**src/rtl/mem_port_arbiter.sv**
```systemverilog
// rtl/mem_port_arbiter.sv - shares one req/gnt/rvalid memory port between instruction fetch and the load/store unit
module mem_port_arbiter #(
  parameter int XLEN       = 32,
  parameter int MAX_STARVE = 4
) (
  input  logic              clk,
  input  logic              reset,
  input  logic              if_req_i,
  input  logic [XLEN-1:0]   if_adr_i,
  output logic              if_gnt_o,
  output logic              if_rvalid_o,
  output logic [XLEN-1:0]   if_rdata_o,
  input  logic              flush_i,
  input  logic              lsu_adr_v_i,
  input  logic [XLEN-1:0]   lsu_adr_i,
  input  logic              lsu_is_store_i,
  input  logic [XLEN-1:0]   lsu_store_data_i,
  input  logic [2:0]        lsu_access_size_i,
  output logic              lsu_gnt_o,
  output logic              lsu_rvalid_o,
  output logic [XLEN-1:0]   lsu_load_data_o,
  output logic              mem_req_o,
  output logic              mem_we_o,
  output logic [XLEN-1:0]   mem_adr_o,
  output logic [XLEN/8-1:0] mem_be_o,
  output logic [XLEN-1:0]   mem_wdata_o,
  input  logic              mem_gnt_i,
  input  logic              mem_rvalid_i,
  input  logic [XLEN-1:0]   mem_rdata_i
);

  localparam int NB = XLEN / 8;
  localparam int AB = $clog2(NB);
  localparam logic [3:0]    STARVE_MAX = 4'(MAX_STARVE);
  localparam logic [NB-1:0] BE_BYTE    = NB'(1);
  localparam logic [NB-1:0] BE_HALF    = NB'(3);

  typedef enum logic [1:0] {
    S_IDLE = 2'd0,
    S_REQ  = 2'd1,
    S_RSP  = 2'd2
  } state_t;

  state_t          state_q, state_d;
  logic            owner_q, owner_d;   // 1 = LSU owns the transaction, 0 = IF
  logic [3:0]      starve_q, starve_d;
  logic            drop_q, drop_d;
  logic            live_q;             // low in the first cycle after reset releases
  logic [XLEN-1:0] adr_q, adr_d;
  logic [XLEN-1:0] wdata_q, wdata_d;
  logic [NB-1:0]   be_q, be_d;
  logic            we_q, we_d;

  logic            out_en;
  logic            accept_win;
  logic            if_ok;
  logic            lsu_win;
  logic            if_win;
  logic            rsp_valid;
  logic            req_active;
  logic [NB-1:0]   lsu_be;
  logic [XLEN-1:0] lsu_wdata;

  function automatic logic [XLEN-1:0] word_adr(input logic [XLEN-1:0] a);
    return {a[XLEN-1:AB], {AB{1'b0}}};
  endfunction

  // Arbitration: LSU first unless IF has lost MAX_STARVE times in a row; a flush blocks IF.
  assign out_en     = !reset && live_q;
  assign accept_win = out_en && ((state_q == S_IDLE) || ((state_q == S_RSP) && mem_rvalid_i));
  assign if_ok      = if_req_i && !flush_i;
  assign lsu_win    = accept_win && lsu_adr_v_i && !(if_ok && (starve_q == STARVE_MAX));
  assign if_win     = accept_win && if_ok && !lsu_win;

  assign if_gnt_o   = if_win;
  assign lsu_gnt_o  = lsu_win;

  // Response routing: a dropped or being-flushed fetch response is swallowed.
  assign rsp_valid       = out_en && (state_q == S_RSP) && mem_rvalid_i;
  assign lsu_rvalid_o    = rsp_valid && owner_q;
  assign if_rvalid_o     = rsp_valid && !owner_q && !drop_q && !flush_i;
  assign if_rdata_o      = (out_en && (state_q == S_RSP) && !owner_q) ? mem_rdata_i : '0;
  assign lsu_load_data_o = (out_en && (state_q == S_RSP) &&  owner_q) ? mem_rdata_i : '0;

  // Memory side: request fields come straight from the capture registers.
  assign req_active  = out_en && (state_q == S_REQ);
  assign mem_req_o   = req_active;
  assign mem_we_o    = req_active && we_q;
  assign mem_adr_o   = req_active ? adr_q   : '0;
  assign mem_be_o    = req_active ? be_q    : '0;
  assign mem_wdata_o = req_active ? wdata_q : '0;

  // Lane steering for the LSU: byte enables from size/offset, store data replicated across lanes.
  always_comb begin
    lsu_be    = '1;
    lsu_wdata = lsu_store_data_i;
    if (lsu_access_size_i == 3'b001) begin
      lsu_be    = BE_BYTE << lsu_adr_i[AB-1:0];
      lsu_wdata = {NB{lsu_store_data_i[7:0]}};
    end else if (lsu_access_size_i == 3'b010) begin
      lsu_be    = BE_HALF << lsu_adr_i[AB-1:0];
      lsu_wdata = {(NB/2){lsu_store_data_i[15:0]}};
    end
  end

  // Next-state: FSM transitions, request capture, starvation counter and flush drop flag.
  always_comb begin
    state_d  = state_q;
    owner_d  = owner_q;
    starve_d = starve_q;
    drop_d   = drop_q;
    adr_d    = adr_q;
    wdata_d  = wdata_q;
    be_d     = be_q;
    we_d     = we_q;

    case (state_q)
      S_IDLE: begin
        if (lsu_win || if_win) state_d = S_REQ;
      end
      S_REQ: begin
        if (mem_gnt_i) state_d = S_RSP;
      end
      S_RSP: begin
        if (mem_rvalid_i) state_d = (lsu_win || if_win) ? S_REQ : S_IDLE;
      end
      default: state_d = S_IDLE;
    endcase

    if (lsu_win) begin
      owner_d = 1'b1;
      adr_d   = word_adr(lsu_adr_i);
      be_d    = lsu_be;
      we_d    = lsu_is_store_i;
      wdata_d = lsu_is_store_i ? lsu_wdata : '0;
    end else if (if_win) begin
      owner_d = 1'b0;
      adr_d   = word_adr(if_adr_i);
      be_d    = '1;
      we_d    = 1'b0;
      wdata_d = '0;
    end

    if (!if_req_i || if_win) begin
      starve_d = 4'd0;
    end else if (lsu_win && if_ok && (starve_q != STARVE_MAX)) begin
      starve_d = starve_q + 4'd1;
    end

    if ((state_q == S_RSP) && mem_rvalid_i) begin
      drop_d = 1'b0;
    end else if (flush_i && !owner_q && (state_q != S_IDLE)) begin
      drop_d = 1'b1;
    end
  end

  // State registers with synchronous reset.
  always_ff @(posedge clk) begin
    if (reset) begin
      state_q  <= S_IDLE;
      owner_q  <= 1'b0;
      starve_q <= 4'd0;
      drop_q   <= 1'b0;
      live_q   <= 1'b0;
      adr_q    <= '0;
      wdata_q  <= '0;
      be_q     <= '0;
      we_q     <= 1'b0;
    end else begin
      state_q  <= state_d;
      owner_q  <= owner_d;
      starve_q <= starve_d;
      drop_q   <= drop_d;
      live_q   <= 1'b1;
      adr_q    <= adr_d;
      wdata_q  <= wdata_d;
      be_q     <= be_d;
      we_q     <= we_d;
    end
  end

endmodule
```
**config.mk**
```make
export PLATFORM = sky130hd
export DESIGN_NAME = mem_port_arbiter
export DESIGN_NICKNAME = d
export VERILOG_FILES = /design/src/rtl/mem_port_arbiter.sv
export SDC_FILE = /design/constraint.sdc
export NUM_CORES = 1
export LEC_CHECK = 0
export CORE_AREA = 4 4 108 110
export CTS_CLUSTER_DIAMETER = 30
export CTS_CLUSTER_SIZE = 40
export DETAILED_ROUTE_END_ITERATION = 8
export DIE_AREA = 0 0 112 114
export HOLD_SLACK_MARGIN = 0.15
export PLACE_DENSITY_LB_ADDON = 0.12
export REMOVE_ABC_BUFFERS = 1
export SYNTH_ARGS = -nofsm -noshare
export SYNTH_HDL_FRONTEND = slang
export SYNTH_SLANG_ARGS = --single-unit
```
**constraint.sdc**
```tcl
create_clock -name clk -period 5.05 [get_ports clk]
set_input_delay 0.505 -clock clk [delete_from_list [all_inputs] [get_ports clk]]
set_output_delay 0.505 -clock clk [all_outputs]
set_load 0.01 [all_outputs]
```
======== After elaboration in Yosys (flattened, before gate mapping) ========
Index checks and enable logic that the tools add are counted.
storage, ports and cells
  register bits after elaboration ......... 76
  input port bits ......................... 139
operators by class
  add/sub/neg operators ................... 1
  equality and inequality tests ........... 9
  shifts and indexed selects .............. 2
  muxes and demuxes ....................... 25
  reductions and logical operators ........ 39
operators with widths
  operator               count
  $mux W32               11
  $logic_and A1 B1 Y1    23
  $mux W4                5
  $logic_not A1 Y1       7
  $mux W2                3
  $pmux W2 S3            1
  $mux W1                5
  $add A4 B1 Y4 const B  1
  $eq A4 B3 Y1 const B   1
  $ne A2 B2 Y1 const B   2
  $ne A4 B3 Y1 const B   1
  $reduce_bool A2 Y1     2
  $reduce_or A2 Y1       2
  $shl A1 B2 Y4 const A  1
  $shl A2 B2 Y4 const A  1
  $eq A3 B1 Y1 const B   1
  $eq A3 B2 Y1 const B   1
  $logic_or A1 B1 Y1     3
  $reduce_and A3 Y1      1
  $eq A2 B1 Y1 const B   1
  $eq A2 B2 Y1 const B   1
  $logic_not A2 Y1       1
  $ne A2 B1 Y1 const B   1

======== Logic depth before layout (Yosys ltp) ========
  depth in word-level cells ............... 12
  gate-level depth with buffers ........... 8
  depth with buffers taken out ............ 7

======== Worst setup path after synthesis ========
OpenSTA, ideal clock, no wires.
  path kind ............................... in2out
  start ................................... in reset
  end ..................................... out if_rdata_o[10]
  arrival time ............................ 1.428 ns
  path slack .............................. 3.117 ns
  stages .................................. 4
  cell sequence ........................... nor3b_4 > and3_1 > clkbuf_1 > and2_1
between the ends
  word-level cells in the longest chain between the ends .. 5
ends and longest elaborated chain
  element                           line  source
  start: declaration                7     input logic reset,
  $logic_not A1 Y1                  69    assign out_en = !reset && live_q;
  $logic_and A1 B1 Y1               69
  $logic_and A1 B1 Y1 (2 in a row)  82    assign if_rdata_o = (out_en && (state_q == S_RSP) && !owner_q) ? mem_rdata_i : '0;
  $mux W32                          82
  end: declaration                  12    output logic [XLEN-1:0] if_rdata_o,
No other way between the ends.

======== Worst setup path after layout ========
  start ................................... in reset
  end ..................................... out mem_adr_o[20]
between the ends
  word-level cells in the longest chain between the ends .. 4
ends and longest elaborated chain
  element              line  source
  $logic_not A1 Y1     69
  $logic_and A1 B1 Y1  69
  $logic_and A1 B1 Y1  86    assign req_active = out_en && (state_q == S_REQ);
  $mux W32             89    assign mem_adr_o = req_active ? adr_q : '0;
  end: declaration     24    output logic [XLEN-1:0] mem_adr_o,
No other way between the ends.

==> results.sh <==
export IMPL_skew_ns=0.0110
export IMPL_synth_edf_count=0
export IMPL_yosysMostFrequentCell="sky130_fd_sc_hd__and2_1"
export IMPL_tritoncts="done"
export IMPL_antenna_cells=0
export IMPL_cp_start_kind="primary input"
export IMPL_synth_top_cell_by_area="sky130_fd_sc_hd__dfxtp_1"
export IMPL_worstPathRequired_ns=4.55
export IMPL_synth_seq_cells=76
export IMPL_post_drt_wl_per_cell_um=17.8
export IMPL_placedCellCount=906
export IMPL_clock_sinks=76
export IMPL_grt_antenna_before_repair=1
export IMPL_timing_hold_worst_class="flip-flop to flip-flop"
export IMPL_grt_setup_unrepaired="no"
export IMPL_power_density_nw_per_um2=197
export IMPL_cp_capture_type="output port"
export IMPL_buffer_ports_inserted=272
export IMPL_netlist_top_cells_area="sky130_fd_sc_hd__dfxtp_1 (36%), sky130_fd_sc_hd__and2_1 (19%), sky130_fd_sc_hd__a21oi_1 (8.3%), sky130_fd_sc_hd__o21ai_0 (4.1%), sky130_fd_sc_hd__a32oi_1 (3.3%)"
export IMPL_worst_setup_hold_path_clk_slew_ns=0.09
export IMPL_hold_worst_slack_ns=0.460
export IMPL_drtAntennaViolNets=0
export IMPL_critical_path_arrival_ns=3.04
export IMPL_boundaryPins=277
export IMPL_finish_cell_count_without_fillers=922
export IMPL_synthesis_area_um2=4240
export IMPL_detailroute_wirelength_met3_mm=1.58
export IMPL_place_congestion=0.955
export IMPL_cts_buffers=9
export IMPL_synth_cell_type_count=44
export IMPL_ir_worst_vdd_uv=158
export IMPL_number_of_warning_messages_in_the_yosys_log=0
export IMPL_synth_seq_area_share_pct=35.9
export IMPL_finalInstanceArea_um2=7240
export IMPL_cts_root_buffer_cell="sky130_fd_sc_hd__clkbuf_8"
export IMPL_dp_final_hpwl_mm=12.0
export IMPL_synthToLayoutAreaGrowth_pct=70.8
export IMPL_power_leakage_nw=2.78
export IMPL_worst_path_most_repeated_cell="sky130_fd_sc_hd__clkdlybuf4s50_1"
export IMPL_critical_path_buf_inv_count=4
export IMPL_fin_tns_setup_ns=0
export IMPL_drcViolationCount=0
export IMPL_die_h_um=114
export IMPL_worstSetupPathType="primary input to output port"
export IMPL_detailed_route_wire_length_mm=16.4
export IMPL_timing_final_hold_violations=0
export IMPL_vias=4831
export IMPL_drt_iter0_drc=256
export IMPL_report_final_slew_viol_count=0
export IMPL_worstPathMaxFanout=68
export IMPL_highest_layer="met5"
export IMPL_postSynth_topFlopCell="sky130_fd_sc_hd__dfxtp_1"
export IMPL_post_synth_cell_area_avg_um2=7.97
export IMPL_cts_max_path_buffers=2
export IMPL_clk_latency_worst_skew_pair_ns=0.36
export IMPL_wl_met2_mm=8.23
export IMPL_timing_max_cap_violations=0
export IMPL_grt_pass1_wl_mm=24.3
export IMPL_cts_hold_buffers=0
export IMPL_timing_final_setup_violations=0
export IMPL_grt_max_degree=69
export IMPL_slew_headroom_pct=17.9
export IMPL_layout_cells_sized_above_1_pct=4.86
export IMPL_layout_min_cycle_time_ns=3.55
export IMPL_first_global_vias=4695
export IMPL_grt_usage_pct=23.9
export IMPL_die_w_um=112
export IMPL_gr_total_overflow=0
export IMPL_core_region_area_um2=10700
export IMPL_post_route_period_util_pct=70.3
export IMPL_critical_path_max_stage_delay_ns=0.94
export IMPL_start_util_pct=39.6
export IMPL_cts_repair_timing_setup_buffer_count=0
export IMPL_design_power_total_w=0.00143
export IMPL_crit_chain="clkdlybuf4s50_1 > buf_4 > inv_1 > and4_2 > and2_1 > clkdlybuf4s50_1"
export IMPL_tightest_slew_ns=1.23
export IMPL_cts_htree_levels=3
export IMPL_critPathTopFamily="buffers and inverters"
export IMPL_clock_fmax_mhz=282
export IMPL_total_routed_wire_length_on_the_met1_layer_mm=6.29
export IMPL_cts_repair_resize_count=0
export IMPL_timing_critical_path_slowest_stage_cell="sky130_fd_sc_hd__and4_2"
export IMPL_synth_cells=532
export IMPL_post_dp_area_um2=7000
export IMPL_floorplan_rows=38
export IMPL_die_area_um2=12800
export IMPL_status="finished clean"
export IMPL_net_total_in_the_final_layout=922
export IMPL_viasPerCell=5.24
export IMPL_async_flop_share_pct=0
export IMPL_setup_reg_to_reg_worst_slack_ns=2.65
export IMPL_synth_commonest_cells="sky130_fd_sc_hd__and2_1 (131), sky130_fd_sc_hd__dfxtp_1 (76), sky130_fd_sc_hd__a21oi_1 (70)"
export IMPL_synth_top_area_share_pct=35.9
export IMPL_drt_pass1_iterations=5
-- registers in the layout, indices dropped and copies added, names as in the netlist --
name,count
adr_q,30
be_q,4
drop_q,1
live_q,1
owner_q,1
starve_q,4
state_q,2
wdata_q,32
we_q,1
-- cell type report --
cell class / count / area [um^2]
Clock buffer: 11 / 151
Clock inverter: 5 / 83.8
Fill cell: 924 / 3460
Inverter: 8 / 30.0
Multi-Input combinational cell: 403 / 2500
Sequential cell: 76 / 1520
Tap cell: 140 / 175
Timing Repair Buffer: 279 / 2780
-- stage by stage --
step	worst slack [ns]	utilization [%]
after CTS	1.48	67.6
final	1.50	67.6
after detailed placement	1.48	65.5
after global routing	1.34	67.6
after global placement	1.52	65.5
after floorplan	2.30	-
-- cell families after synthesis --
kind of cell | synth area share [%]
adders and majority gates | 1.77
buffers and inverters | 5.23
muxes | 4.25
DFF | 35.9
other | 0.0885
AOI/OAI and AO/OA | 24.1
and+or+nand+nor | 28.7
-- cell usage in the layout (no fill, tap or decap), types with 4 or more instances in the layout --
| cell type | instances |
|---|---|
| sky130_fd_sc_hd__mux2_2 | 8 |
| sky130_fd_sc_hd__nor2_1 | 23 |
| sky130_fd_sc_hd__o2bb2ai_1 | 16 |
| sky130_fd_sc_hd__ha_1 | 6 |
| sky130_fd_sc_hd__a32oi_1 | 16 |
| sky130_fd_sc_hd__inv_1 | 7 |
| sky130_fd_sc_hd__clkdlybuf4s50_1 | 272 |
| sky130_fd_sc_hd__buf_4 | 7 |
| sky130_fd_sc_hd__clkbuf_8 | 11 |
| sky130_fd_sc_hd__o22a_1 | 8 |
| sky130_fd_sc_hd__mux2i_1 | 9 |
| sky130_fd_sc_hd__nand2b_1 | 4 |
| sky130_fd_sc_hd__o22ai_1 | 10 |
| sky130_fd_sc_hd__o21ai_0 | 35 |
| sky130_fd_sc_hd__a21oi_1 | 70 |
| sky130_fd_sc_hd__and2_1 | 131 |
| sky130_fd_sc_hd__nand2_1 | 36 |
| sky130_fd_sc_hd__and3_1 | 4 |
| sky130_fd_sc_hd__dfxtp_1 | 76 |
-- layer usage --
layer,vias to the layer above,GRT usage [%]
li1,2329,-
met5,-,0
met4,2,7.61
met3,18,7.75
met2,222,44.9
met1,2260,25.5
-- tightest hold or removal path: cells and delay by family, from the launching register on --
kind	cells	cell delay [ns]
simple gates	1	0.05
flops	1	0.32
compound gates	1	0.05
-- path summary, 6_finish.rpt --
kind                from             to  cells past startpoint
max reg2reg  starve_q[0]    wdata_q[21]                      8
min                 we_q           we_q                      2
max                reset  mem_adr_o[20]                      6
min reg2reg         we_q           we_q                      2
-- report_power, final --
part / switching (W) / internal (W)
clock: 0.000238 / 0.000306
sequential: 0.0000121 / 0.000625
combinational: 0.000105 / 0.000142
total: 0.000355 / 0.00107
No activity file was read; power rests on OpenSTA's default activity.
